File: src/rtl/alu_mc_unit.sv
// Multi-cycle ALU: single-cycle arithmetic/logic/compare ops plus an iterative
// shift-add multiplier, with a valid/ready handshake on both sides.
module alu_mc_unit #(
    parameter int WIDTH = 32,
    parameter int SHW   = $clog2(WIDTH)
) (
    input  logic             clk,
    input  logic             rst_n,
    input  logic             in_valid,
    output logic             in_ready,
    input  logic [1:0]       alu_op,
    input  logic [5:0]       funct,
    input  logic [WIDTH-1:0] a,
    input  logic [WIDTH-1:0] b,
    output logic             out_valid,
    input  logic             out_ready,
    output logic [WIDTH-1:0] result,
    output logic             zero,
    output logic             illegal,
    output logic             busy
);

    typedef enum logic [1:0] {IDLE, MUL, DONE} state_t;

    localparam logic [5:0] F_ADD  = 6'b100000;
    localparam logic [5:0] F_SUB  = 6'b100010;
    localparam logic [5:0] F_MUL  = 6'b011000;
    localparam logic [5:0] F_AND  = 6'b100100;
    localparam logic [5:0] F_OR   = 6'b100101;
    localparam logic [5:0] F_NOR  = 6'b100111;
    localparam logic [5:0] F_NAND = 6'b101000;
    localparam logic [5:0] F_SHL  = 6'b000000;
    localparam logic [5:0] F_SHR  = 6'b000010;
    localparam logic [5:0] F_SLT  = 6'b101010;
    localparam logic [5:0] F_SEQ  = 6'b101011;
    localparam logic [5:0] F_SNE  = 6'b101100;
    localparam logic [5:0] F_SGT  = 6'b101101;

    state_t           state_q, state_d;
    logic [WIDTH-1:0] result_q, result_d;
    logic             zero_q, zero_d;
    logic             illegal_q, illegal_d;
    logic [WIDTH-1:0] acc_q, acc_d;
    logic [WIDTH-1:0] mcand_q, mcand_d;
    logic [WIDTH-1:0] mplier_q, mplier_d;
    logic [SHW-1:0]   cnt_q, cnt_d;

    logic [WIDTH-1:0] op_res;
    logic             op_ill;
    logic [WIDTH-1:0] acc_sum;

    always_comb begin
        op_res = '0;
        op_ill = 1'b0;
        unique case (alu_op)
            2'b00: op_res = a + b;
            2'b01: op_res = a - b;
            2'b11: op_res = {{(WIDTH-1){1'b0}}, $signed(a) < $signed(b)};
            default: begin
                case (funct)
                    F_ADD:  op_res = a + b;
                    F_SUB:  op_res = a - b;
                    F_AND:  op_res = a & b;
                    F_OR:   op_res = a | b;
                    F_NOR:  op_res = ~(a | b);
                    F_NAND: op_res = ~(a & b);
                    F_SHL:  op_res = a << b[SHW-1:0];
                    F_SHR:  op_res = a >> b[SHW-1:0];
                    F_SLT:  op_res = {{(WIDTH-1){1'b0}}, $signed(a) < $signed(b)};
                    F_SEQ:  op_res = {{(WIDTH-1){1'b0}}, a == b};
                    F_SNE:  op_res = {{(WIDTH-1){1'b0}}, a != b};
                    F_SGT:  op_res = {{(WIDTH-1){1'b0}}, $signed(a) > $signed(b)};
                    default: op_ill = 1'b1;
                endcase
            end
        endcase
    end

    // Multiplier consumes one bit of b per cycle; the last iteration writes the result directly.
    always_comb begin
        state_d   = state_q;
        result_d  = result_q;
        zero_d    = zero_q;
        illegal_d = illegal_q;
        acc_d     = acc_q;
        mcand_d   = mcand_q;
        mplier_d  = mplier_q;
        cnt_d     = cnt_q;
        acc_sum   = mplier_q[0] ? (acc_q + mcand_q) : acc_q;
        case (state_q)
            IDLE: begin
                if (in_valid) begin
                    if (alu_op == 2'b10 && funct == F_MUL) begin
                        acc_d    = '0;
                        mcand_d  = a;
                        mplier_d = b;
                        cnt_d    = '0;
                        state_d  = MUL;
                    end else begin
                        result_d  = op_res;
                        zero_d    = (op_res == '0);
                        illegal_d = op_ill;
                        state_d   = DONE;
                    end
                end
            end
            MUL: begin
                acc_d    = acc_sum;
                mcand_d  = mcand_q << 1;
                mplier_d = mplier_q >> 1;
                cnt_d    = cnt_q + 1'b1;
                if (cnt_q == SHW'(WIDTH - 1)) begin
                    result_d  = acc_sum;
                    zero_d    = (acc_sum == '0);
                    illegal_d = 1'b0;
                    state_d   = DONE;
                end
            end
            DONE: begin
                if (out_ready) state_d = IDLE;
            end
            default: state_d = IDLE;
        endcase
    end

    always_ff @(posedge clk or negedge rst_n) begin
        if (!rst_n) begin
            state_q   <= IDLE;
            result_q  <= '0;
            zero_q    <= 1'b0;
            illegal_q <= 1'b0;
            acc_q     <= '0;
            mcand_q   <= '0;
            mplier_q  <= '0;
            cnt_q     <= '0;
        end else begin
            state_q   <= state_d;
            result_q  <= result_d;
            zero_q    <= zero_d;
            illegal_q <= illegal_d;
            acc_q     <= acc_d;
            mcand_q   <= mcand_d;
            mplier_q  <= mplier_d;
            cnt_q     <= cnt_d;
        end
    end

    assign in_ready  = (state_q == IDLE);
    assign out_valid = (state_q == DONE);
    assign busy      = (state_q != IDLE);
    assign result    = result_q;
    assign zero      = zero_q;
    assign illegal   = illegal_q;

endmodule

File: config.mk
export PLATFORM = sky130hd
export DESIGN_NAME = alu_mc_unit
export DESIGN_NICKNAME = d
export VERILOG_FILES = /design/src/rtl/alu_mc_unit.sv
export SDC_FILE = /design/constraint.sdc
export NUM_CORES = 1
export LEC_CHECK = 0
export ABC_AREA = 0
export BUFFER_PORTS_ARGS = -buffer_cell sky130_fd_sc_hd__buf_2
export CORE_UTILIZATION = 64
export DETAILED_ROUTE_END_ITERATION = 8
export PLACE_DENSITY = 0.95
export REMOVE_ABC_BUFFERS = 1
export SYNTH_ARGS = -nofsm -noshare
export SYNTH_HDL_FRONTEND = slang
export SYNTH_SLANG_ARGS = --single-unit
File: constraint.sdc
create_clock -name clk -period 4.6 [get_ports clk]
set_clock_uncertainty 0.2 [all_clocks]
set_input_delay 0.92 -clock clk [delete_from_list [all_inputs] [get_ports clk]]
set_output_delay 0.92 -clock clk [all_outputs]
set_load 0.02 [all_outputs]
==> qor.yml, run 1 <==
cts:
  cts.sink_count: 137
  cts_max_level: 4
  root_buffer: "sky130_fd_sc_hd__clkbuf_16"
  cts_inserted_buffers: 17
  cts_setup_buffers: 0
  clk_path_buf_depth: 2
floorplan:
  die-width_um: 172
  floorplan.initialDensity_pct: 65.8
  num_rows: 61
  die_y_um: 172
  design.portCount: 113
run_status:
  failed_stage: "global routing"
  outcome: "did not finish"
  flow.first_error: "[ERROR GRT-0116] Global routing finished with congestion. Check the congestion regions in the DRC Viewer."
synth:
  synth_enable_flop_cells: 0
  synth-seq-cells: 137
  synth_largest_area_cell: "sky130_fd_sc_hd__dfrtp_1"
  synthesis_warning_total: 0
  yosys.area_share.adder_pct: 9.22
  synth_area_leaders: "sky130_fd_sc_hd__dfrtp_1 19%, sky130_fd_sc_hd__ha_1 8.9%, sky130_fd_sc_hd__nand2_1 7.3%"
  synthCells: 2490
  synth_simple_gate_area_share_pct: 22.6
  synth_top_cell_area_share_pct: 18.6
  syn_avg_cell_area_um2: 7.40
  synth.distinct_cells: 98
  synth_compound_area_share_pct: 28.7
  syn_area_um2: 18400
  asyncSetResetFlopFracSynth_pct: 100
  post_synth_mux_area_share_pct: 11.6
  largest_family_of_logic_cells_by_synthesized_area: "compound AO/OA/AOI/OAI gates"
  dominantRegCellSynth: "sky130_fd_sc_hd__dfrtp_1"
  yosysSeqAreaShare_pct: 18.6
  parity_gate_share_of_the_synthesized_area_counting_xor_and_xnor_cells_pct: 2.19
global_routing:
  grt_first_pass_wirelength_um: 189000
  overflow: 553
  grt_start_max_net_pins: 127
  grt_usage_pct: 85.4
  grt_pass1_vias: 29600
place:
  pre_cts_slack_ns: -0.530
  routabilityCongestion: 1.36
  buffer_ports.inserted: 112
  placedCellCount: 3199
  dp_hpwl_um: 64100
cell families after synthesis:
logic type	Yosys count
and+or+nand+nor	914
AOI/OAI and AO/OA	784
buffers and inverters	311
muxes	164
DFF	137
adders and majority gates	134
xor gates and xnor gates	46
metrics by stage:
| stage | area [um^2] | setup TNS, ns |
|---|---|---|
| global placement | 21900 | -0.432 |
| detailed placement | 21900 | -1.48 |
| CTS | 22600 | 0 |
| floorplan | 17500 | -135.03 |
synthesized netlist by cell type (all sizes together) (38+ instances only):
| master | number |
|---|---|
| a211oi | 43 |
| a21oi | 158 |
| a31oi | 77 |
| buf | 68 |
| clkbuf | 135 |
| dfrtp | 137 |
| ha | 131 |
| inv | 107 |
| mux2 | 38 |
| mux2i | 92 |
| nand2 | 360 |
| nand3 | 51 |
| nor2 | 255 |
| nor3 | 56 |
| o211ai | 42 |
| o21ai | 168 |
what timing repair did:
item | CTS
hold buffers | 0
pin swaps | 3
resized for setup | 10
endpoints found under the setup margin | 1
routing by layer:
metal / global-route usage (%) / GRT overflow
met4: 84.1 / 141
met5: 72.3 / 9
met1: 84.0 / 77
met3: 77.6 / 44
met2: 95.1 / 282
==> run 2, diff against run 1 <==
--- a/config.mk
+++ b/config.mk
@@ -7,9 +7,9 @@
 export LEC_CHECK = 0
 export ABC_AREA = 0
 export BUFFER_PORTS_ARGS = -buffer_cell sky130_fd_sc_hd__buf_2
-export CORE_UTILIZATION = 64
+export CORE_UTILIZATION = 40
 export DETAILED_ROUTE_END_ITERATION = 8
-export PLACE_DENSITY = 0.95
+export PLACE_DENSITY_LB_ADDON = 0.15
 export REMOVE_ABC_BUFFERS = 1
 export SYNTH_ARGS = -nofsm -noshare
 export SYNTH_HDL_FRONTEND = slang
==> run 2 against run 1 <==
Compared with the run above:
- area after synthesis unchanged
- synthesized cell count unchanged
- the run now ends clean
==> qor.yml, run 2 <==
floorplan:
  die_y_um: 217  # +26%
  dieArea_um2: 46900
  design.portCount: 113  # unchanged
  num_rows: 78  # +28%
  floorplan.initialDensity_pct: 40.6  # -25 points
  core_area_um2: 45400
  die-width_um: 217  # +26%
synth:
  synthCells: 2490  # unchanged
  synth_simple_gate_area_share_pct: 22.6  # unchanged
  synth_compound_area_share_pct: 28.7  # unchanged
  synth_top_cell_area_share_pct: 18.6  # unchanged
  syn_area_um2: 18400  # unchanged
  parity_gate_share_of_the_synthesized_area_counting_xor_and_xnor_cells_pct: 2.19  # unchanged
  synth-seq-cells: 137  # unchanged
  synth_area_leaders: "sky130_fd_sc_hd__dfrtp_1 19%, sky130_fd_sc_hd__ha_1 8.9%, sky130_fd_sc_hd__nand2_1 7.3%"
  dominantRegCellSynth: "sky130_fd_sc_hd__dfrtp_1"
  post_synth_mux_area_share_pct: 11.6  # unchanged
  synth_enable_flop_cells: 0  # unchanged
  syn_avg_cell_area_um2: 7.40  # unchanged
  asyncSetResetFlopFracSynth_pct: 100  # unchanged
  synth_largest_area_cell: "sky130_fd_sc_hd__dfrtp_1"
  yosys.area_share.adder_pct: 9.22  # unchanged
  synth.distinct_cells: 98  # unchanged
  synthesis_warning_total: 0  # unchanged
  synth.most_common_cell: "sky130_fd_sc_hd__nand2_1"
  synth.cells.most_frequent: "360 x sky130_fd_sc_hd__nand2_1, 254 x sky130_fd_sc_hd__nor2_1, 158 x sky130_fd_sc_hd__a21oi_1, 152 x sky130_fd_sc_hd__o21ai_0, 137 x sky130_fd_sc_hd__dfrtp_1"
  yosysSeqAreaShare_pct: 18.6  # unchanged
  largest_family_of_logic_cells_by_synthesized_area: "compound AO/OA/AOI/OAI gates"
finish:
  fill_cells: 4438
  drive_above_1_share_pct: 31.5
  most-common-layout-cells: "629 x sky130_fd_sc_hd__buf_4, 360 x sky130_fd_sc_hd__nand2_1, 250 x sky130_fd_sc_hd__nor2_1, 152 x sky130_fd_sc_hd__a21oi_1, 148 x sky130_fd_sc_hd__o21ai_0"
  num-nets-final: 3277
  multiInputGateArea_um2: 14100
  area_growth_syn_to_layout_pct: 36.1
  register_area_um2: 3430
  utilization_pct: 55.3
  n_antenna_cell: 0
  final_common_cell: "sky130_fd_sc_hd__buf_4"
min_path:
  hold-path-endpoint: "result[14]$_DFFE_PN0P_"
  min_path_type: "flop to flop"
  timing.hold.worst.start: "result[14]$_DFFE_PN0P_"
  whs_path_depth: 2
job:
  cap_violations: 0
global_routing:
  grt_first_pass_wirelength_um: 142000
  grt_usage_pct: 40.5
  grt_pass1_vias: 22100
  antenna_violations_before_repair: 1
  grt_start_max_net_pins: 82
  overflow: 0
pwr:
  sw_frac_of_total_pct: 46.5
  power_frac_seq_pct: 21.0
  power.combinational.fraction_pct: 62.2
  design_power_total_uw: 9360
  netSwitchingPower_uw: 4350
  power_frac_clock_pct: 16.7
  internal-power_uw: 5010
  cellPowerDensity_nw_per_um2: 373
  worst_ir_drop_vdd_mv: 0.546
  cellLeakagePower_uw: 0.0116
place:
  dp_hpwl_um: 75900  # +18%
  routabilityCongestion: 1.04  # -24%
  buffer_ports.inserted: 112  # unchanged
sta:
  hold_viol_final: 0
  fmaxAchievable_ghz: 0.222
  slew-limit-headroom_pct: 36.3
  setup_total_negative_slack_ns: 0
  timing.final.crit_share_pct: 97.8
  timing_max_transition_violations_final: 0
  timing_worst_slew_pin_value_ns: 0.956
  setup_viol: 0
  period_minus_slack_ns: 4.50
critical_path:
  timing.rr.start: "mcand_q[0]$_DFFE_PN0P_"
  cp_data_arrival_time_ns: 4.70
  reg2reg_to: "zero$_DFFE_PN0P_"
  cp-start-kind: "primary input"
  path_max_fanout: 5
  worstSetupEndpointType: "flop"
  path_class: "primary input to flop"
  rr_worst_depth: 16
  required_arrival_time_at_the_worst_endpoint_ns: 4.80
  timing.reg2reg.setup_slack_ns: 0.15
cts:
  cts_tree: "built"
  clk_path_buf_depth: 2  # unchanged
  clock_insertion_delay_worst_skew_ns: 0.49
  cts_max_level: 4  # unchanged
  clkTransAtPathRegs_ns: 0.07
  cts.sink_count: 137  # unchanged
  root_buffer: "sky130_fd_sc_hd__clkbuf_16"
  cts_inserted_buffers: 17  # unchanged
detailed_routing:
  drt_first_pass_iters: 5
  drt-wirelength-per-cell_um: 26.1
  drc: 0
  postRouteWirelength_um: 96000
  vias: 22800
  route.antenna.remaining_nets: 0
  detail_route.iter0.violations: 2713
  via_to_cell_ratio: 6.20
run_status:
  outcome: "finished clean"
-- run 2: cell counts after synthesis --
No cell type changed its count.
-- run 2: kinds of logic (layout without fill, tap and decap cells) --
logic type	Yosys count	in the layout
AND/OR/NAND/NOR	914	914
multiplexers	164	164
buffers and inverters	311	901
adder cells (fa/ha/maj)	134	134
flip-flops	137	137
XOR/XNOR	46	46
AO/OA/AOI/OAI	784	784
-- run 2: cell type report --
type	count	share of cell area, %
Multi-Input combinational cell	2042	56.4
Timing Repair Buffer	761	22.9
Sequential cell	137	13.7
Tap cell	600	2.99
Clock buffer	18	1.71
Inverter	108	1.62
Clock inverter	14	0.744
-- run 2: timing repair --
item	4_1_cts	5_1_grt
gates resized for setup	17	64
gates cloned	2	1
pin swaps	3	29
hold buffers	0	0
setup endpoints to repair	1	1
setup buffers	1	7
-- run 2: power by group through the flow --
stage               clock, uW  combinational (uW)  sequential (uW)
floorplan                   0                3200             2040
global placement            0                5440             1960
detailed placement          0                5520             1980
CTS                      1580                5600             1960
global route             1620                6290             2020
finish                   1560                5830             1970
-- run 2: critical path, cell delays in order --
cell and delay [ns]:
sky130_fd_sc_hd__buf_2 0.12, sky130_fd_sc_hd__inv_1 0.05, sky130_fd_sc_hd__ha_1 0.31, sky130_fd_sc_hd__o21ba_2 0.24, sky130_fd_sc_hd__or4_4 0.48, sky130_fd_sc_hd__a2111oi_2 0.31, sky130_fd_sc_hd__buf_4 0.19, sky130_fd_sc_hd__nor3b_4 0.06
sky130_fd_sc_hd__o21a_1 0.24, sky130_fd_sc_hd__buf_4 0.15, sky130_fd_sc_hd__o41ai_2 0.19, sky130_fd_sc_hd__o21ai_1 0.14, sky130_fd_sc_hd__a211o_1 0.33, sky130_fd_sc_hd__a21oi_2 0.21, sky130_fd_sc_hd__nand4b_1 0.18, sky130_fd_sc_hd__or4_4 0.51
sky130_fd_sc_hd__nand3_1 0.08
-- run 2: metal layers --
layer / global-route usage, % / share of wire (%) / vias up / routed length, um
met2: 63.2 / 44 / 1233 / 42000
met1: 54.5 / 43 / 11000 / 40900
met3: 6.99 / 8.5 / 250 / 8150
met4: 18.1 / 5.2 / 0 / 5000
li1: - / - / 10300 / -
met5: 0 / 0 / - / 0
-- run 2: how the worst max path moves through the flow --
| stage | startpoint | end | slack [ns] | depth (start not counted) |
|---|---|---|---|---|
| after floorplan | state_q[1]$_DFFE_PN0P_ | zero$_DFFE_PN0P_ | -2.51 | 11 |
| after global placement | b[2] | zero$_DFFE_PN0P_ | -0.78 | 17 |
| after detailed placement | b[2] | zero$_DFFE_PN0P_ | -0.74 | 17 |
| after CTS | a[0] | zero$_DFFE_PN0P_ | 0.008 | 18 |
| after global routing | a[0] | zero$_DFFE_PN0P_ | -0.05 | 17 |
| final | a[1] | zero$_DFFE_PN0P_ | 0.1 | 17 |
-- run 2: per-stage QoR --
| step | setup WS, ns | hold slack [ns] | instance area, um^2 | cells |
|---|---|---|---|---|
| 2_1_floorplan | -2.51 | 0.266 | 17500 | 2287 |
| 3_3_place_gp | -0.776 | 0.247 | 23900 | 3637 |
| 3_5_place_dp | -0.741 | 0.253 | 23900 | 3637 |
| 4_1_cts | 0.00838 | 0.267 | 24700 | 3672 |
| 5_1_grt | -0.0461 | 0.292 | 25100 | 3680 |
| 6_report | 0.0994 | 0.269 | 25100 | 3680 |
Note: power is estimated with default switching activity, not from simulation.
